==> src/rtl/pwr_seq_ctrl.sv <==
// ---------------------------------------------------------------------------
// pwr_seq_ctrl
//   N-step power-rail sequencer. It ramps the rail enables up one step at a
//   time, with a delay class per step. It ramps them down highest-first. It
//   can reverse direction mid-sequence. It also generates the system init
//   reset and a ROIC reset pulse.
//
// Ports
//   fsm_clk     in   sequencer clock
//   reset       in   asynchronous active-high reset
//   en_pwr_off  in   async level: 1 requests rails off, 0 requests rails on
//   pg_in       in   async power-good per rail (NUM_STEPS bits)
//   step_en     out  rail enables, thermometer coded, bit k = step k
//   init_rst    out  high until the first complete power-up
//   roic_reset  out  RST_PULSE_W-cycle pulse after step_en[RST_STEP] rises
//   busy        out  high while ramping up or down
//   fault       out  high while in the power-good fault state
//
// Build option
//   PWR_SEQ_PG_CHECK_EN : when defined, power-good supervision is enabled
//   (ramp stall with timeout, loss of power-good while on). When undefined,
//   pg_in is ignored and fault is tied low.
// ---------------------------------------------------------------------------
module pwr_seq_ctrl #(
  parameter int unsigned           NUM_STEPS   = 6,
  parameter int unsigned           CNT_W       = 25,
  parameter int unsigned           DLY_UP      = 1000,
  parameter int unsigned           DLY_DN      = 1000,
  parameter int unsigned           DLY_SLOW    = 3000,
  parameter logic [NUM_STEPS-1:0]  SLOW_MASK   = 6'b010000,
  parameter int unsigned           RST_STEP    = 4,
  parameter int unsigned           RST_PULSE_W = 4,
  parameter int unsigned           PG_TIMEOUT  = 5000
) (
  input  logic                 fsm_clk,
  input  logic                 reset,
  input  logic                 en_pwr_off,
  input  logic [NUM_STEPS-1:0] pg_in,
  output logic [NUM_STEPS-1:0] step_en,
  output logic                 init_rst,
  output logic                 roic_reset,
  output logic                 busy,
  output logic                 fault
);

  localparam int unsigned KW     = $clog2(NUM_STEPS + 1);
  localparam int unsigned PW_W   = $clog2(RST_PULSE_W + 1);
  localparam int unsigned WAIT_W = $clog2(PG_TIMEOUT + 2);

  localparam logic [CNT_W-1:0]  DLY_UP_C    = CNT_W'(DLY_UP);
  localparam logic [CNT_W-1:0]  DLY_DN_C    = CNT_W'(DLY_DN);
  localparam logic [CNT_W-1:0]  DLY_SLOW_C  = CNT_W'(DLY_SLOW);
  localparam logic [PW_W-1:0]   PULSE_LD_C  = PW_W'(RST_PULSE_W - 1);
  localparam logic [WAIT_W-1:0] WAIT_LIM_C  = WAIT_W'(PG_TIMEOUT);

  typedef enum logic [2:0] {
    ST_OFF     = 3'd0,
    ST_RAMP_UP = 3'd1,
    ST_ON      = 3'd2,
    ST_RAMP_DN = 3'd3,
    ST_FAULT   = 3'd4
  } state_e;

  // synchronisers
  logic                 en_sync_q;
  logic                 req_off_q;
  logic [NUM_STEPS-1:0] pg_sync_q;
  logic [NUM_STEPS-1:0] pg_s_q;
  logic [NUM_STEPS-1:0] pg_prev_q;

  // sequencer state
  state_e               state_q, state_d;
  logic [CNT_W-1:0]     cnt_q, cnt_d;
  logic [NUM_STEPS-1:0] step_en_q, step_en_d;
  logic [WAIT_W-1:0]    wait_q, wait_d;
  logic                 busy_q, busy_d;
  logic                 init_rst_q, init_rst_d;
  logic                 fault_q, fault_d;

  // ROIC pulse
  logic                 rst_prev_q;
  logic [PW_W-1:0]      pulse_cnt_q;
  logic                 roic_q;

  logic [KW-1:0]        k_s;
  logic [CNT_W-1:0]     dly_s;
  logic                 at_term_s;
  logic                 pg_ok_s;
  logic                 pg_tmo_s;
  logic                 pg_fall_s;
  logic                 rst_rise_s;

  // Two-stage synchronisers. The off-request resets to "off" so that
  // power-up after reset always takes the full synchroniser latency.
  always_ff @(posedge fsm_clk or posedge reset) begin
    if (reset) begin
      en_sync_q <= 1'b1;
      req_off_q <= 1'b1;
      pg_sync_q <= '0;
      pg_s_q    <= '0;
      pg_prev_q <= '0;
    end else begin
      en_sync_q <= en_pwr_off;
      req_off_q <= en_sync_q;
      pg_sync_q <= pg_in;
      pg_s_q    <= pg_sync_q;
      pg_prev_q <= pg_s_q;
    end
  end

  // The number of enabled rails is the index of the next step to raise.
  always_comb begin
    k_s = '0;
    for (int i = 0; i < NUM_STEPS; i++) begin
      k_s = k_s + KW'(step_en_q[i]);
    end
  end

  // Select the ramp-up delay class of the next step.
  always_comb begin
    dly_s = DLY_UP_C;
    for (int i = 0; i < NUM_STEPS; i++) begin
      dly_s = ((k_s == KW'(i)) && SLOW_MASK[i]) ? DLY_SLOW_C : dly_s;
    end
  end

  assign at_term_s = (cnt_q == dly_s);

`ifdef PWR_SEQ_PG_CHECK_EN
  // Step k may rise only once rail k-1 reports power-good.
  always_comb begin
    pg_ok_s = 1'b1;
    for (int i = 1; i < NUM_STEPS; i++) begin
      pg_ok_s = (k_s == KW'(i)) ? pg_s_q[i-1] : pg_ok_s;
    end
  end

  assign pg_tmo_s  = at_term_s && !pg_ok_s && (wait_q >= WAIT_LIM_C);
  assign pg_fall_s = |(pg_prev_q & ~pg_s_q);
`else
  assign pg_ok_s   = 1'b1;
  assign pg_tmo_s  = 1'b0;
  assign pg_fall_s = 1'b0;
`endif

  // Next-state logic. Fault beats reversal, reversal beats a counter terminal.
  always_comb begin
    state_d   = state_q;
    cnt_d     = cnt_q;
    step_en_d = step_en_q;
    wait_d    = wait_q;
    case (state_q)
      ST_OFF: begin
        cnt_d  = '0;
        wait_d = '0;
        if (!req_off_q) begin
          state_d = ST_RAMP_UP;
        end else begin
          state_d = ST_OFF;
        end
      end
      ST_RAMP_UP: begin
        if (pg_tmo_s) begin
          state_d   = ST_FAULT;
          step_en_d = '0;
          cnt_d     = '0;
          wait_d    = '0;
        end else if (req_off_q) begin
          state_d = ST_RAMP_DN;
          cnt_d   = '0;
          wait_d  = '0;
        end else if (k_s == KW'(NUM_STEPS)) begin
          state_d = ST_ON;
          cnt_d   = '0;
        end else if (at_term_s) begin
          if (pg_ok_s) begin
            step_en_d = {step_en_q[NUM_STEPS-2:0], 1'b1};
            cnt_d     = '0;
            wait_d    = '0;
          end else begin
            // Counter parks at the terminal value while power-good is awaited.
            wait_d = wait_q + WAIT_W'(1'b1);
          end
        end else begin
          cnt_d = cnt_q + CNT_W'(1'b1);
        end
      end
      ST_ON: begin
        cnt_d = '0;
        if (pg_fall_s) begin
          state_d   = ST_FAULT;
          step_en_d = '0;
        end else if (req_off_q) begin
          state_d = ST_RAMP_DN;
        end else begin
          state_d = ST_ON;
        end
      end
      ST_RAMP_DN: begin
        if (!req_off_q) begin
          state_d = ST_RAMP_UP;
          cnt_d   = '0;
          wait_d  = '0;
        end else if (step_en_q == '0) begin
          state_d = ST_OFF;
          cnt_d   = '0;
        end else if (cnt_q == DLY_DN_C) begin
          step_en_d = {1'b0, step_en_q[NUM_STEPS-1:1]};
          cnt_d     = '0;
        end else begin
          cnt_d = cnt_q + CNT_W'(1'b1);
        end
      end
      ST_FAULT: begin
        step_en_d = '0;
        cnt_d     = '0;
        wait_d    = '0;
        if (req_off_q) begin
          state_d = ST_OFF;
        end else begin
          state_d = ST_FAULT;
        end
      end
      default: begin
        state_d   = ST_OFF;
        step_en_d = '0;
        cnt_d     = '0;
        wait_d    = '0;
      end
    endcase

    busy_d     = (state_d == ST_RAMP_UP) || (state_d == ST_RAMP_DN);
    fault_d    = (state_d == ST_FAULT);
    // Sticky: once the first power-up completes, only reset raises it again.
    init_rst_d = (state_d == ST_ON) ? 1'b0 : init_rst_q;
  end

  // Sequencer registers, including all registered outputs.
  always_ff @(posedge fsm_clk or posedge reset) begin
    if (reset) begin
      state_q    <= ST_OFF;
      cnt_q      <= '0;
      step_en_q  <= '0;
      wait_q     <= '0;
      busy_q     <= 1'b0;
      init_rst_q <= 1'b1;
      fault_q    <= 1'b0;
    end else begin
      state_q    <= state_d;
      cnt_q      <= cnt_d;
      step_en_q  <= step_en_d;
      wait_q     <= wait_d;
      busy_q     <= busy_d;
      init_rst_q <= init_rst_d;
      fault_q    <= fault_d;
    end
  end

  assign rst_rise_s = step_en_q[RST_STEP] & ~rst_prev_q;

  // ROIC reset pulse: a rise of the trigger step (re)loads the pulse counter.
  always_ff @(posedge fsm_clk or posedge reset) begin
    if (reset) begin
      rst_prev_q  <= 1'b0;
      pulse_cnt_q <= '0;
      roic_q      <= 1'b0;
    end else begin
      rst_prev_q <= step_en_q[RST_STEP];
      if (rst_rise_s) begin
        pulse_cnt_q <= PULSE_LD_C;
        roic_q      <= 1'b1;
      end else if (pulse_cnt_q != '0) begin
        pulse_cnt_q <= pulse_cnt_q - PW_W'(1'b1);
        roic_q      <= 1'b1;
      end else begin
        pulse_cnt_q <= '0;
        roic_q      <= 1'b0;
      end
    end
  end

  assign step_en    = step_en_q;
  assign init_rst   = init_rst_q;
  assign roic_reset = roic_q;
  assign busy       = busy_q;

`ifdef PWR_SEQ_PG_CHECK_EN
  assign fault = fault_q;
`else
  assign fault = 1'b0;
  // Supervision logic is not built; these values have no consumer.
  logic unused_pg_s;
  assign unused_pg_s = ^{pg_s_q, pg_prev_q, fault_q};
`endif

endmodule

==> config.mk <==
export PLATFORM = sky130hd
export DESIGN_NAME = pwr_seq_ctrl
export DESIGN_NICKNAME = d
export VERILOG_FILES = /design/src/rtl/pwr_seq_ctrl.sv
export SDC_FILE = /design/constraint.sdc
export NUM_CORES = 1
export LEC_CHECK = 0
export BUFFER_PORTS_ARGS = -buffer_cell sky130_fd_sc_hd__buf_2
export CORE_MARGIN = 4
export CORE_UTILIZATION = 35
export DETAILED_ROUTE_END_ITERATION = 16
export GPL_TIMING_DRIVEN = 1
export PLACE_DENSITY = 0.49
export SLEW_MARGIN = 20
export SYNTH_ARGS = -nofsm -noshare
export SYNTH_HDL_FRONTEND = slang
export SYNTH_SLANG_ARGS = --single-unit
==> constraint.sdc <==
create_clock -name fsm_clk -period 3.1 [get_ports fsm_clk]
set_clock_uncertainty 0.05 [all_clocks]
set_input_delay 0.155 -clock fsm_clk [delete_from_list [all_inputs] [get_ports fsm_clk]]
set_output_delay 0.155 -clock fsm_clk [all_outputs]
set_load 0.05 [all_outputs]
## Yosys cells after proc, flatten, opt, wreduce, memory -nomap -nowiden

Index checks and enable logic that the tools add are counted.

| word-level totals | value |
|---|---|
| register bits | 43 |
| word-level logic and storage cells | 70 |

| cells by class | value |
|---|---|
| reductions and logical operators | 6 |
| bitwise gates (word level) | 3 |
| equal/unequal tests | 17 |
| muxes and demuxes | 27 |
| add/sub/neg operators | 7 |

Operator list:

| cell | number |
|---|---|
| two-way mux 25 bit | 6 |
| case mux 25 bit (2 select lines) | 1 |
| two-way mux 6 bit | 6 |
| adder 25 x 1 -> 25 bit (second input constant) | 1 |
| equality test 25 x 10 -> 1 bit (second input constant) | 1 |
| equality test 25 x 12 -> 1 bit | 1 |
| two-way mux 3 bit | 7 |
| case mux 6 bit (3 select lines) | 1 |
| case mux 3 bit (5 select lines) | 1 |
| equality test 3 x 2 -> 1 bit (second input constant) | 4 |
| two-way mux 12 bit | 1 |
| inequality test 2 bit (second input constant) | 6 |
| adder 3 x 1 -> 3 bit | 3 |
| equality test 3 bit (second input constant) | 3 |
| AND reduction 7 bit | 1 |
| equality test 3 x 1 -> 1 bit (second input constant) | 2 |
| logical NOT 6 bit | 1 |
| two-way mux 1 bit | 4 |
| adder 2 x 1 -> 3 bit | 1 |
| logical NOT 3 bit | 1 |
| nonzero test 3 bit | 1 |
| subtractor 3 x 1 -> 3 bit (second input constant) | 1 |
| adder 1 x 1 -> 2 bit | 1 |
| NOT 1 bit | 2 |
| 3 further kinds | 3 |

## Depth between registers and ports, before layout

Gate-level depths: netlist of run 1.

| logic depth | value |
|---|---|
| word-level depth | 12 |
| gate-level depth with buffers | 13 |

## Worst setup path after synthesis of run 1

Ideal clock, no wire load.

| timing | value |
|---|---|
| path type | reg-to-reg |
| start point | register step_en_q[0] (netlist: step_en[0]) |
| end point | register cnt_q[4] |
| slack | -0.461 ns |
| arrival time | 3.393 ns |
| stages on the path, launching flop included | 13 |
| path through | dfrtp_1 -> fa_1 -> inv_1 -> fa_1 -> inv_1 -> ha_1 -> inv_1 -> fa_1 -> a211o_1 -> and4_1 -> a211oi_4 -> buf_6 -> nor2_1 |

| on the way | value |
|---|---|
| longest elaborated chain between the ends | 12 |
| elaborated cells between the ends (all ways) | 16 |
| classes of those cells | add/sub: 5; eq/ne: 3; mux: 7; reduce/logical: 1 |

Ends and longest elaborated chain:

| what | line | source |
|---|---|---|
| from (decl) | 74 | `logic [NUM_STEPS-1:0] step_en_q, step_en_d;` |
| from (signal assigned) | 251 | `step_en_q <= step_en_d;` |
| adder 1 x 1 -> 2 bit | 115 | `k_s = k_s + KW'(step_en_q[i]);` |
| adder 2 x 1 -> 3 bit | 115 |  |
| adder 3 x 1 -> 3 bit (3 in a row) | 115 |  |
| equality test 3 bit | 123 | `dly_s = ((k_s == KW'(i)) && SLOW_MASK[i]) ? DLY_SLOW_C : dly_s;` |
| two-way mux 12 bit | 123 |  |
| equality test 25 x 12 -> 1 bit | 127 | `assign at_term_s = (cnt_q == dly_s);` |
| two-way mux 25 bit | 175 | `end else if (at_term_s) begin` |
| two-way mux 25 bit | 172 | `end else if (k_s == KW'(NUM_STEPS)) begin` |
| two-way mux 25 bit | 168 | `end else if (req_off_q) begin` |
| case mux 25 bit (2 select lines) (*) | 152 | `case (state_q)` |
| net cnt_d[4] | 73 | `logic [CNT_W-1:0] cnt_q, cnt_d;` |
| to (signal assigned) | 250 | `cnt_q <= cnt_d;` |
| to (decl) | 73 |  |

The timed path passes the listed nets; every way through them passes the cells marked *.
A chain may end at the register's enable or synchronous reset.

## Worst setup path in the final report of run 1

| timing | value |
|---|---|
| start point | register step_en_q[1] (netlist: step_en[1]) |
| end point | register step_en_q[3] (netlist: step_en[3]) |

| on the way | value |
|---|---|
| longest elaborated chain between the ends | 10 |
| elaborated cells between the ends (all ways) | 14 |
| classes of those cells | add/sub: 5; eq/ne: 6; mux: 1; reduce/logical: 2 |

Ends and longest elaborated chain:

| what | line |
|---|---|
| adder 1 x 1 -> 2 bit | 115 |
| adder 2 x 1 -> 3 bit | 115 |
| adder 3 x 1 -> 3 bit (3 in a row) | 115 |
| equality test 3 bit | 123 |
| two-way mux 12 bit | 123 |
| equality test 25 x 12 -> 1 bit | 127 |
| inequality test 2 bit (no line) | - |
| AND reduction 7 bit (no line) (*) | - |

Every way passes the cells marked *; elsewhere a longest branch is shown, timed or not.

==> results by group, run 1 <==
Detailed routing
  – Routed vias/inst: 5.116
  – Drt total wl: 4718 um
  – WL/cell: 14.00 um
  – 1st-iter DRT viols: 85
  – DR vias: 1724
  – DRT Pass-1 Iters: 4
  – DRC viols: 0
  – DRT antenna net count: 0

Worst setup path
  – R2r endpoint: step_en[3]
  – Worst reg2reg path depth: 13
  – CP Capture Type: flop
  – CP Class: flop to flop
  – Crit start category: flop
  – Crit Path Max Fanout: 5
  – CP max stage delay: 0.55 ns
  – Slowest stage cell, crit path: fa_2
  – R2r startpoint: step_en[1]
  – R2R Setup Slk: -0.20 ns
  – Worst Path Arrival: 3.44 ns
  – Crit-path cells: fa_1, inv_1, fa_1, inv_1, ha_2, inv_2, fa_2, and4b_1, mux2i_1, nor3_2, nand4_1, buf_6, o32ai_2
  – Data required time of the critical path: 3.24 ns

Clock tree
  – Worst-path clk slew: 0.08 ns
  – Worst-skew pair later-pin latency: 0.29 ns
  – # H-tree levels: 2
  – CTS tree: yes
  – CTS root buffer: clkbuf_8
  – Clk sinks: 43
  – Total CTS buffers: 5
  – Deepest clock path buffer count: 2

STA
  – Final worst-path cycle share: 106.4%
  – Final WS setup: -0.1988 ns
  – RSZ-0062 raised after global routing: yes
  – Slew HR: 42.18%
  – Fmax: 303.1 MHz
  – Setup Viol. Count Final: 31
  – Shortest period the worst path allows: 3.299 ns
  – Final Hold Vio Count: 0
  – Least-Margin Pin Slew: 0.8593 ns
  – Fin. max-slew vios: 0

Synth
  – Leading area contributor after synthesis: dfrtp_1
  – Synth Warn #: 0
  – Mapped Cells: 238
  – Area contributors post-synth: dfrtp_1, nor2_1, xor2_1
  – Register bit total from synthesis: 43
  – Post-synthesis sequential area ratio: 46.85%
  – Asr flop ratio synth: 100.0%
  – Synthesized net count: 254
  – Top cell type's share of synthesized area: 43.43%
  – Number of synthesized flops with an enable pin: 0
  – Synth unique cells: 43
  – Synth Flop Type: dfrtp_1
  – Cell Area, Synth: 0.002305 mm^2
  – Syn_area_per_cell: 9.684 um^2

Final layout
  – Most common cell after layout, fill and taps aside: nor2_1
  – Final Util: 41.81%
  – NumNets Final: 275
  – Area Growth Syn to Fin: 15.85%
  – Commonest cells after routing, fill and taps aside: nor2_1, dfrtp_1, nand2_1, xor2_1, inv_1
  – Share of cells above drive strength 1: 18.85%
  – N_diodes: 0
  – Post-route cell area: 0.002670 mm^2
  – Layout Cells excl Fill: 337

Placement
  – Placed cell areas: 0.002502 mm^2
  – DP Worst Slack: -0.3222 ns
  – Inst Count DP: 327
  – DP HPWL: 3302 um
  – Port Buf Inserts: 11
  – Placer Congestion: 0.8037

Die
  – Starting Density: 36.09%
  – Core Area: 0.006386 mm^2
  – Ports: 19
  – Die Span Y: 89.15 um
  – Site row count: 29
  – Die width: 89.15 um
  – Die area: 0.007947 mm^2

Status
  – Failing checks: setup timing
  – Status: finished, violations left

Power
  – Pleak: 1.124 nW
  – Peak VDD IR: 0.3304 mV
  – Total power: 1.323 mW
  – Pwr dens: 495.6 mW/mm^2

Worst hold path
  – Hold Path End: req_off_q
  – Hold Path Origin: en_sync_q
  – Hold path depth: 0
  – Min-Delay Path Class: flop to flop

GRT
  – Total Routing Usage GR: 13.13%
  – Initial antenna violation count: 0
  – Number of global-route vias before repair: 1676
  – First-pass GRT wire length: 8010 um
  – Largest net degree at the start of global routing: 29
  – Total grt overflow: 0

Run
  – Max_cap viols: 0
repair_timing:
action,4_1_cts,5_1_grt
gates cloned,0,0
gates resized for setup,9,3
endpoints found under the hold margin,28,0
hold buffers,2,0
pin swaps,4,3
buffers inserted,0,0
setup endpoints to repair,31,35
area by class of cell:
| class | count | area, um^2 |
|---|---|---|
| fillers | 644 | 3716 |
| flip-flops and latches | 43 | 1084 |
| clock inverters | 2 | 12.51 |
| repair buffers | 23 | 166.4 |
| clock buffers | 6 | 72.57 |
| well taps | 77 | 96.34 |
| inverters | 16 | 60.06 |
| multi-input cells | 170 | 1179 |
state kept, by name, indices dropped and copies added, names as in the netlist:
register	flops
req_off_q	1
roic_reset	1
rst_prev_q	1
busy	1
init_rst	1
step_en	6
cnt_q	25
pulse_cnt_q	3
en_sync_q	1
state_q	3
routing by layer:
layer / vias up / share of wire [%] / track usage, %
li1: 855 / - / -
met4: 0 / 1.5 / 4.465
met5: - / 0 / 0
met1: 838 / 49 / 17.94
met2: 24 / 46 / 20.70
met3: 7 / 3.0 / 2.765
worst max-delay path by stage:
stage / slack (ns) / end / start
global placement: -0.25 / step_en[1] / step_en[1]
detailed placement: -0.32 / step_en[1] / step_en[1]
global route: -0.36 / step_en[3] / step_en[1]
CTS: -0.28 / step_en[0] / step_en[1]
finish: -0.20 / step_en[3] / step_en[1]
floorplan: -0.27 / cnt_q[4] / step_en[1]
cells in the mapped netlist (2+ instances only):
library cell / count
nor4_1: 5
nand3_1: 13
clkbuf_1: 5
dfrtp_1: 40
inv_1: 16
nor2b_1: 2
o21ai_0: 5
a21oi_1: 2
nand4_1: 10
xnor2_1: 9
xor2_1: 15
nand3b_1: 2
and3_1: 2
or4_1: 3
ha_1: 4
nand2_1: 15
o32ai_1: 6
and4b_1: 2
mux2i_1: 5
nand2b_1: 3
dfstp_2: 3
nor4b_1: 2
and4_1: 2
buf_6: 2
nor3_1: 5
nor2_1: 41
fa_1: 3
through the flow:
stage / setup TNS, ns / hold WS [ns]
after floorplan: -7.544 / 0.1095
after global placement: -6.586 / 0.2133
after detailed placement: -7.024 / 0.2119
after CTS: -6.662 / 0.3116
after global routing: -9.916 / 0.3180
final: -4.705 / 0.3094
power breakdown:
part           switching (mW)  internal, mW
Combinational           0.180         0.131
Clock                   0.195         0.158
Sequential             0.0655         0.593
Total                   0.441         0.882
worst max-delay path, delay by kind of cell (launching register included):
family                   cells  cell delay [ns]
multiplexers                 1             0.08
adder cells (fa/ha/maj)      4             1.66
AO/OA/AOI/OAI                1             0.12
AND/OR/NAND/NOR              3             0.53
flip-flops                   1             0.42
buffers and inverters        4             0.34
cell families after synthesis:
group / after synthesis / share of synthesized area [%]
compound gates: 20 / 6.678
xor+xnor: 24 / 9.121
mux: 5 / 2.172
simple gates: 113 / 25.35
other cells: 1 / 0.1627
buf+inv: 25 / 4.886
fa+ha+maj: 7 / 4.778
flops: 43 / 46.85
Note: power is estimated with default switching activity, not from simulation.
==> inputs of run 2 (changes only) <==
--- a/config.mk
+++ b/config.mk
@@ -10,7 +10,7 @@
 export CORE_UTILIZATION = 35
 export DETAILED_ROUTE_END_ITERATION = 16
 export GPL_TIMING_DRIVEN = 1
-export PLACE_DENSITY = 0.49
+export PLACE_DENSITY_LB_ADDON = 0.25
 export SLEW_MARGIN = 20
 export SYNTH_ARGS = -nofsm -noshare
 export SYNTH_HDL_FRONTEND = slang
==> run 2 against run 1 <==
  * Worst hold slack got worse by 0.0016 ns
  * Clock-buffer cell count is the same
  * Die area unchanged
  * Register-to-register slack got worse by 0.07 ns
  * Critical path depth unchanged
  * Non-clock buffer count increased by 4
  * Sequential power rose by 0.9%
  * Power grew 16%
  * The flow still finishes with violations (setup timing)
  * Sequential share of layout area decreased by 1.1 points
  * Highest routed layer unchanged
  * Worst setup slack lost 0.069 ns
  * Critical path type unchanged
  * Routed wire length up 0.83%
==> results by group, run 2 (synthesis gave the netlist of run 1 again) <==
Status
  – Status: finished, violations left
  – Failing checks: setup timing

Clock tree
  – Worst-skew pair later-pin latency: 0.29 ns
  – CTS root buffer: clkbuf_8
  – CTS tree: yes
  – Worst-path clk slew: 0.08 ns
  – # H-tree levels: 2
  – Clk sinks: 43
  – Total CTS buffers: 5
  – Deepest clock path buffer count: 2

Placement
  – DP HPWL: 3208 um
  – DP Worst Slack: -0.2941 ns
  – Port Buf Inserts: 11
  – Inst Count DP: 326
  – Placer Congestion: 0.8323

Run
  – Max_cap viols: 0

STA
  – Final worst-path cycle share: 108.6%
  – Shortest period the worst path allows: 3.368 ns
  – Setup Viol. Count Final: 31
  – Fin. max-slew vios: 0
  – Final WS setup: -0.2676 ns
  – Least-Margin Pin Slew: 0.8899 ns
  – RSZ-0062 raised after global routing: yes
  – Final Hold Vio Count: 0
  – Fmax: 296.9 MHz
  – Hold WS: 0.3078 ns
  – Slew HR: 40.12%

Worst setup path
  – R2r endpoint: step_en[5]
  – Data required time of the critical path: 3.21 ns
  – Worst Path Arrival: 3.48 ns
  – R2r startpoint: step_en[1]
  – CP Class: flop to flop
  – Worst reg2reg path depth: 13
  – R2R Setup Slk: -0.27 ns
  – CP Capture Type: flop
  – Crit Path Max Fanout: 6
  – Crit start category: flop

Detailed routing
  – Drt total wl: 4757 um
  – DRC viols: 0
  – DR vias: 1753
  – DRT Pass-1 Iters: 4
  – DRT antenna net count: 0
  – WL/cell: 13.95 um
  – 1st-iter DRT viols: 48
  – Routed vias/inst: 5.141

Final layout
  – Final Util: 42.99%
  – Layout Cells excl Fill: 341
  – Max FFs per register: 25
  – NumNets Final: 279
  – Share of cells above drive strength 1: 20.08%
  – Commonest cells after routing, fill and taps aside: nor2_1, dfrtp_1, nand2_1, xor2_1, inv_1
  – N_diodes: 0
  – Area Growth Syn to Fin: 19.11%
  – Most common cell after layout, fill and taps aside: nor2_1
  – Largest Register: cnt_q

Die
  – Die area: 0.007947 mm^2
  – Ports: 19
  – Core Area: 0.006386 mm^2
  – Die Span Y: 89.15 um
  – Die width: 89.15 um
  – Site row count: 29
  – Starting Density: 36.09%

Worst hold path
  – Hold path depth: 0
  – Hold Path End: req_off_q
  – Min-Delay Path Class: flop to flop
  – Hold Path Origin: en_sync_q

Power
  – Switching pwr: 0.4754 mW
  – Pwr dens: 558.3 mW/mm^2
  – Sequential Power Share: 43.4%
  – Sw Share: 31.02%
  – Clock share of power: 29.7%
  – Logic pwr share: 27.0%
  – Peak VDD IR: 0.4295 mV
  – Pleak: 1.153 nW
  – Int Pwr: 1.057 mW

GRT
  – Total Routing Usage GR: 13.95%
  – First-pass GRT wire length: 8700 um
  – Largest net degree at the start of global routing: 30
  – Number of global-route vias before repair: 1834
  – Total grt overflow: 0
  – Initial antenna violation count: 0
-- run 2: changes by cell type in the layout (fill, tap and decap cells not counted), sizes merged --
cell      delta
buf          +4
bufinv       +1
clkinv       +1
clkinvlp     -1
inv          -1
-- run 2: power groups by stage --
| stage | Combinational (mW) | Clock (mW) | Sequential (mW) |
|---|---|---|---|
| after floorplan | 0.264 | 0 | 0.650 |
| after global placement | 0.310 | 0 | 0.670 |
| after detailed placement | 0.308 | 0 | 0.670 |
| after CTS | 0.417 | 0.467 | 0.664 |
| after global routing | 0.459 | 0.485 | 0.673 |
| final | 0.413 | 0.455 | 0.665 |
-- run 2: stage by stage --
stage	TNS, ns	instance area (um^2)	total power, mW
5_1_grt	-12.23	2745	1.617
4_1_cts	-6.831	2738	1.548
6_report	-7.193	2745	1.533
2_1_floorplan	-7.544	2317	0.9140
3_5_place_dp	-6.780	2495	0.9785
3_3_place_gp	-5.590	2495	0.9807
-- run 2: cell type report --
class / count / area, um^2
Clock buffer: 6 / 82.58
Tap cell: 77 / 96.34
Clock inverter: 2 / 35.03
Sequential cell: 43 / 1084
Fill cell: 623 / 3641
Multi-Input combinational cell: 170 / 1171
Timing Repair Buffer: 27 / 216.5
Inverter: 16 / 60.06
-- run 2: timing repair --
item | in CTS | in global routing
pin swaps | 4 | 3
hold buffers | 2 | 0
setup buffers | 3 | 1
endpoints found under the hold margin | 15 | 0
gates resized for setup | 12 | 0
endpoints found under the setup margin | 31 | 35
cloned | 1 | 0
-- run 2: worst max path at each step --
stage	endpoint	start	slack, ns	cells after the start
after global placement	step_en[5]	step_en[1]	-0.26	12
final	step_en[5]	step_en[1]	-0.27	13
after floorplan	cnt_q[4]	step_en[1]	-0.27	12
after global routing	step_en[3]	step_en[1]	-0.41	13
after CTS	step_en[3]	step_en[1]	-0.26	13
after detailed placement	step_en[5]	step_en[1]	-0.29	12
-- run 2: critical path: stages (launching register included) --
cell	delay (ns)
dfrtp_2	0.42
fa_1	0.53
inv_1	0.05
fa_1	0.43
inv_1	0.07
ha_2	0.16
inv_2	0.03
fa_2	0.55
and4b_1	0.19
mux2i_1	0.08
nor3_2	0.16
buf_4	0.13
and4_4	0.27
o32ai_1	0.10
-- run 2: layer usage --
metal | wire (um) | share of wire (%) | vias to the layer above | GRT usage, %
met1 | 2220 | 47 | 840 | 18.53
met2 | 2261 | 48 | 30 | 22.57
met3 | 166 | 3.5 | 12 | 2.304
met5 | 0 | 0 | - | 0
met4 | 109 | 2.3 | 0 | 5.819
li1 | - | - | 871 | -
